===== src/rtl/rf_write_arbiter.sv =====
// Write-port arbiter for the decode-stage register file: primary writeback vs. an auxiliary
// valid/ready writer with starvation guard. Define RF_CLEAR_ON_RESET_EN for a post-reset clear sweep.
module rf_write_arbiter #(
    parameter int unsigned STARVE_LIMIT = 4
) (
    input  logic        clk_i,
    input  logic        rst_ni,
    input  logic        wb_we_i,
    input  logic [4:0]  wb_rd_i,
    input  logic [31:0] wb_data_i,
    output logic        wb_stall_o,
    input  logic        aux_valid_i,
    input  logic [4:0]  aux_rd_i,
    input  logic [31:0] aux_data_i,
    output logic        aux_ready_o,
    output logic        rf_we_o,
    output logic [4:0]  rf_waddr_o,
    output logic [31:0] rf_wdata_o,
    output logic        init_done_o
);

    localparam logic [3:0] StarveMax = 4'(STARVE_LIMIT);

    logic        p_req;
    logic        grant_wb;
    logic        grant_aux;
    logic        in_init;
    logic        sweep_last;
    logic [4:0]  sweep_addr;
    logic [3:0]  starve_q, starve_d;
    logic        rf_we_q, rf_we_d;
    logic [4:0]  rf_waddr_q, rf_waddr_d;
    logic [31:0] rf_wdata_q, rf_wdata_d;
    logic        init_done_q, init_done_d;

    assign p_req = wb_we_i && (wb_rd_i != 5'd0);

`ifdef RF_CLEAR_ON_RESET_EN
    typedef enum logic [0:0] {StInit, StRun} state_e;

    state_e     state_q, state_d;
    logic [4:0] idx_q, idx_d;

    always_ff @(posedge clk_i) begin
        if (!rst_ni) begin
            state_q <= StInit;
            idx_q   <= 5'd0;
        end else begin
            state_q <= state_d;
            idx_q   <= idx_d;
        end
    end

    always_comb begin
        state_d = state_q;
        idx_d   = idx_q;
        if (state_q == StInit) begin
            idx_d = idx_q + 5'd1;
            if (idx_q == 5'd31) begin
                state_d = StRun;
            end
        end
    end

    assign in_init    = (state_q == StInit);
    assign sweep_last = in_init && (idx_q == 5'd31);
    assign sweep_addr = idx_q;
`else
    assign in_init    = 1'b0;
    assign sweep_last = 1'b0;
    assign sweep_addr = 5'd0;
`endif

    // Fixed-priority arbitration; the starvation override sits above the primary.
    always_comb begin
        grant_wb    = 1'b0;
        grant_aux   = 1'b0;
        wb_stall_o  = 1'b1;
        aux_ready_o = 1'b0;
        if (rst_ni && !in_init) begin
            if (aux_valid_i && (starve_q == StarveMax)) begin
                grant_aux   = 1'b1;
                aux_ready_o = 1'b1;
                wb_stall_o  = p_req;
            end else if (p_req) begin
                grant_wb    = 1'b1;
                wb_stall_o  = 1'b0;
            end else begin
                grant_aux   = aux_valid_i;
                aux_ready_o = 1'b1;
                wb_stall_o  = 1'b0;
            end
        end
    end

    always_comb begin
        rf_we_d    = 1'b0;
        rf_waddr_d = rf_waddr_q;
        rf_wdata_d = rf_wdata_q;
        if (in_init) begin
            rf_we_d    = 1'b1;
            rf_waddr_d = sweep_addr;
            rf_wdata_d = 32'd0;
        end else if (grant_wb) begin
            rf_we_d    = 1'b1;
            rf_waddr_d = wb_rd_i;
            rf_wdata_d = wb_data_i;
        end else if (grant_aux) begin
            rf_we_d    = (aux_rd_i != 5'd0);
            rf_waddr_d = aux_rd_i;
            rf_wdata_d = aux_data_i;
        end
    end

    always_comb begin
        starve_d = starve_q;
        if (!aux_valid_i || aux_ready_o) begin
            starve_d = 4'd0;
        end else if (starve_q < StarveMax) begin
            starve_d = starve_q + 4'd1;
        end
    end

`ifdef RF_CLEAR_ON_RESET_EN
    assign init_done_d = init_done_q || sweep_last;
`else
    assign init_done_d = 1'b1;
`endif

    always_ff @(posedge clk_i) begin
        if (!rst_ni) begin
            rf_we_q     <= 1'b0;
            rf_waddr_q  <= 5'd0;
            rf_wdata_q  <= 32'd0;
            init_done_q <= 1'b0;
            starve_q    <= 4'd0;
        end else begin
            rf_we_q     <= rf_we_d;
            rf_waddr_q  <= rf_waddr_d;
            rf_wdata_q  <= rf_wdata_d;
            init_done_q <= init_done_d;
            starve_q    <= starve_d;
        end
    end

    assign rf_we_o     = rf_we_q;
    assign rf_waddr_o  = rf_waddr_q;
    assign rf_wdata_o  = rf_wdata_q;
    assign init_done_o = init_done_q;

endmodule


===== config.mk =====
export PLATFORM = sky130hd
export DESIGN_NAME = rf_write_arbiter
export DESIGN_NICKNAME = d
export VERILOG_FILES = /design/src/rtl/rf_write_arbiter.sv
export SDC_FILE = /design/constraint.sdc
export NUM_CORES = 1
export LEC_CHECK = 0
export BUFFER_PORTS_ARGS = -buffer_cell sky130_fd_sc_hd__buf_2
export CORE_MARGIN = 3
export CORE_UTILIZATION = 30
export CTS_BUF_LIST = sky130_fd_sc_hd__clkbuf_8 sky130_fd_sc_hd__clkbuf_16
export CTS_CLUSTER_SIZE = 30
export DETAILED_ROUTE_END_ITERATION = 8
export PLACE_DENSITY = 0.64
export SLEW_MARGIN = 20
export SYNTH_ARGS = -nofsm -noshare
export SYNTH_HDL_FRONTEND = slang
export SYNTH_SLANG_ARGS = --single-unit

===== constraint.sdc =====
create_clock -name clk_i -period 1.55 [get_ports clk_i]
set_input_delay 0.155 -clock clk_i [delete_from_list [all_inputs] [get_ports clk_i]]
set_output_delay 0.155 -clock clk_i [all_outputs]
set_load 0.02 [all_outputs]

==> impl_metrics.env <==
export IMPL_leakage_nw=1.472
export IMPL_synth_common_cells="77 x a21oi_1, 43 x dfxtp_1, 32 x mux2i_1"
export IMPL_start_kind="flip-flop"
export IMPL_io_pins=119
export IMPL_synth_ff_type="dfxtp_1"
export IMPL_grt_max_degree=49
export IMPL_portBuffers=118
export IMPL_clk_pin_slew_ns=0.08
export IMPL_min_path_type="input pin to flip-flop"
export IMPL_synthesis_nets=282
export IMPL_fin_tns_setup_ns=-1.269
export IMPL_dr_pass1_iters=4
export IMPL_synth_edf_count=0
export IMPL_grt_usage=0.1438
export IMPL_violations="setup timing"
export IMPL_start_util=0.3146
export IMPL_ant_nets=0
export IMPL_cts_tree="built"
export IMPL_setup_viol=28
export IMPL_wire_per_inst_um=13.31
export IMPL_worstMarginPinSlew_ns=0.4465
export IMPL_finalHoldViolCount=0
export IMPL_cp_end_kind="flip-flop"
export IMPL_slew_headroom=0.7024
export IMPL_hpwl_um=3850
export IMPL_crit_chain="inv_2 > ha_4 > and4b_4 > a211o_4 > buf_8 > mux2i_2 > a21oi_1"
export IMPL_cts_setup_buffers=0
export IMPL_post_route_period_util=1.043
export IMPL_chipWidth_um=85.49
export IMPL_drt_vias_per_instance=4.770
export IMPL_worst_r2r_cell_count=7
export IMPL_worst_ir_drop_vdd_uv=377.1
export IMPL_drtIter0Drc=90
export IMPL_seq_area_sq_um=863.3
export IMPL_status="finished with violations"
export IMPL_syn_area_sq_um=1896
export IMPL_antenna_cells=0
export IMPL_whs_path_depth=3
export IMPL_netlist_area_leader_share=0.4541
export IMPL_fin_nets=410
export IMPL_cp_slowest_stage_delay_ns=0.36
export IMPL_area_delta_synth_final_pct=51.88
export IMPL_max_freq_mhz=618.7
export IMPL_required_ns=1.72
export IMPL_slowest_stage="a211o_4"
export IMPL_row_count=28
export IMPL_drcViolationCount=0
export IMPL_dieArea_sq_um=7309
export IMPL_rsz0062_at_grt="true"
export IMPL_synth_area_leader_cell="dfxtp_1"
export IMPL_synthCells=202
export IMPL_num_vias=1932
export IMPL_clk_latency_ns=0.29
export IMPL_synth_most_common_cell="a21oi_1"
export IMPL_max_cap_violations=0
export IMPL_yosysWarnings=0
export IMPL_fin_cells=405
export IMPL_fin_hold_ws_ns=0.1322
export IMPL_ys_seq_elements=43
export IMPL_grt_pass1_vias=1907
export IMPL_netlist_cell_type_count=26
export IMPL_die_y_um=85.49
export IMPL_slew_viol_final=0
export IMPL_fin_ws_ns=-0.06624
export IMPL_clock_sinks=43
export IMPL_pre_cts_ws_ns=-0.1238
export IMPL_power_density_nw_per_um2=941.5
export IMPL_grt_pass1_wl_um=8500
export IMPL_grt_antenna_before_repair=0
export IMPL_critical_path_class="flip-flop to flip-flop"
export IMPL_async_reset_ff_frac=0
export IMPL_wirelength_um=5392
export IMPL_drive_gt1_frac=0.4879
export IMPL_clockBufferDepth=2
export IMPL_fin_crit_ns=1.616
export IMPL_multiInputGateArea_sq_um=1003
export IMPL_worst_ep_arrival_time_ns=1.78
export IMPL_dp_cells=394
export IMPL_cts_made_buffers=5
export IMPL_globalRouteOverflowTotal=0
export IMPL_nFillCells=594
export IMPL_path_max_fanout=5
export IMPL_seq_area_frac_synth=0.4541
export IMPL_skew_ns=0.004351
export IMPL_avgSynthCellArea_sq_um=9.384
export IMPL_core_area_sq_um=6026
export IMPL_cts_root_buf="clkbuf_8"
export IMPL_gp_congestion=0.8035
export IMPL_ys_top_cells_by_area="dfxtp_1 45%, a21oi_1 20%, mux2i_1 17%"
export IMPL_cts_htree_levels=2
-- per-layer routing --
layer / track usage / vias up / part of all wire
li1: - / 989 / -
met1: 0.1609 / 859 / 0.40
met2: 0.2571 / 78 / 0.49
met3: 0.04707 / 6 / 0.091
met4: 0.04604 / 0 / 0.014
met5: 0 / - / 0
-- critical path: cells and delay by family, from the launching register on --
kind                       cells  cell delay (ns)
AOI/OAI and AO/OA              2             0.44
adders and majority gates      1             0.15
buffers and inverters          2             0.21
DFF                            1             0.33
muxes                          1             0.16
and+or+nand+nor                1             0.20
-- power breakdown --
part	switching, W	internal, W	total, W	leakage, nW
Sequential	0.0000541	0.00122	0.00128	0.362
Clock	0.000353	0.000350	0.000702	0.0470
Combinational	0.000409	0.000321	0.000730	1.06
Total	0.000816	0.00189	0.00271	1.47
-- cells in the final DEF, fill, tap and decap left out, types with 2 or more instances in the layout --
cell and instances:
nand2_1 4, a211o_4 2, buf_2 117, a21oi_1 76, mux2i_1 30, dfxtp_1 41
buf_4 11, dfxtp_2 2, o21ai_0 3, nor2_1 6, inv_2 2, a22oi_2 5
buf_16 3, buf_6 3, mux2i_2 2, clkbuf_8 6
-- cell type report --
type                            count  area share
Sequential cell                    43      0.2999
Tap cell                           75     0.03259
Clock buffer                        6     0.02868
Clock inverter                      1    0.001738
Timing Repair Buffer              136      0.2847
Inverter                            3    0.003911
Multi-Input combinational cell    141      0.3485
-- repair_timing --
item                       in CTS  in global routing
gates cloned                    4                  0
pin swaps                       6                  3
setup endpoints to repair      37                 42
hold buffers                    0                  0
gates resized for setup        11                  7
-- flip-flops by register name (all words and copies together), names as in the netlist --
name         count
rf_we_o          1
rf_waddr_o       5
starve_q         4
rf_wdata_o      32
init_done_o      1
-- through the flow --
| stage | total power, W | util | area [sq um] |
|---|---|---|---|
| global route | 0.002893 | 0.4778 | 2879 |
| detailed placement | 0.001986 | 0.4360 | 2628 |
| CTS | 0.002746 | 0.4716 | 2841 |
| finish | 0.002711 | 0.4778 | 2879 |
| global placement | 0.001971 | 0.4360 | 2628 |
| floorplan | 0.001709 | - | 1921 |
-- logic make-up (layout without fill, tap and decap cells) --
kind of cell / Yosys count / after routing / share of synthesized area
adders and majority gates: 2 / 2 / 0.01320
DFF: 43 / 43 / 0.4541
muxes: 32 / 32 / 0.1690
xor gates and xnor gates: 1 / 1 / 0.004621
buffers and inverters: 19 / 146 / 0.06666
and+or+nand+nor: 17 / 17 / 0.04818
AOI/OAI and AO/OA: 88 / 89 / 0.2442
-- final timing paths --
path                                    start              to  slack (ns)
worst max-delay path              starve_q[1]  rf_wdata_o[23]       -0.07
worst min-delay path             wb_data_i[9]   rf_wdata_o[9]        0.13
worst max register to register    starve_q[1]  rf_wdata_o[23]       -0.07
worst min register to register  rf_wdata_o[1]   rf_wdata_o[1]        0.51
(Power assumes the default switching activity.)
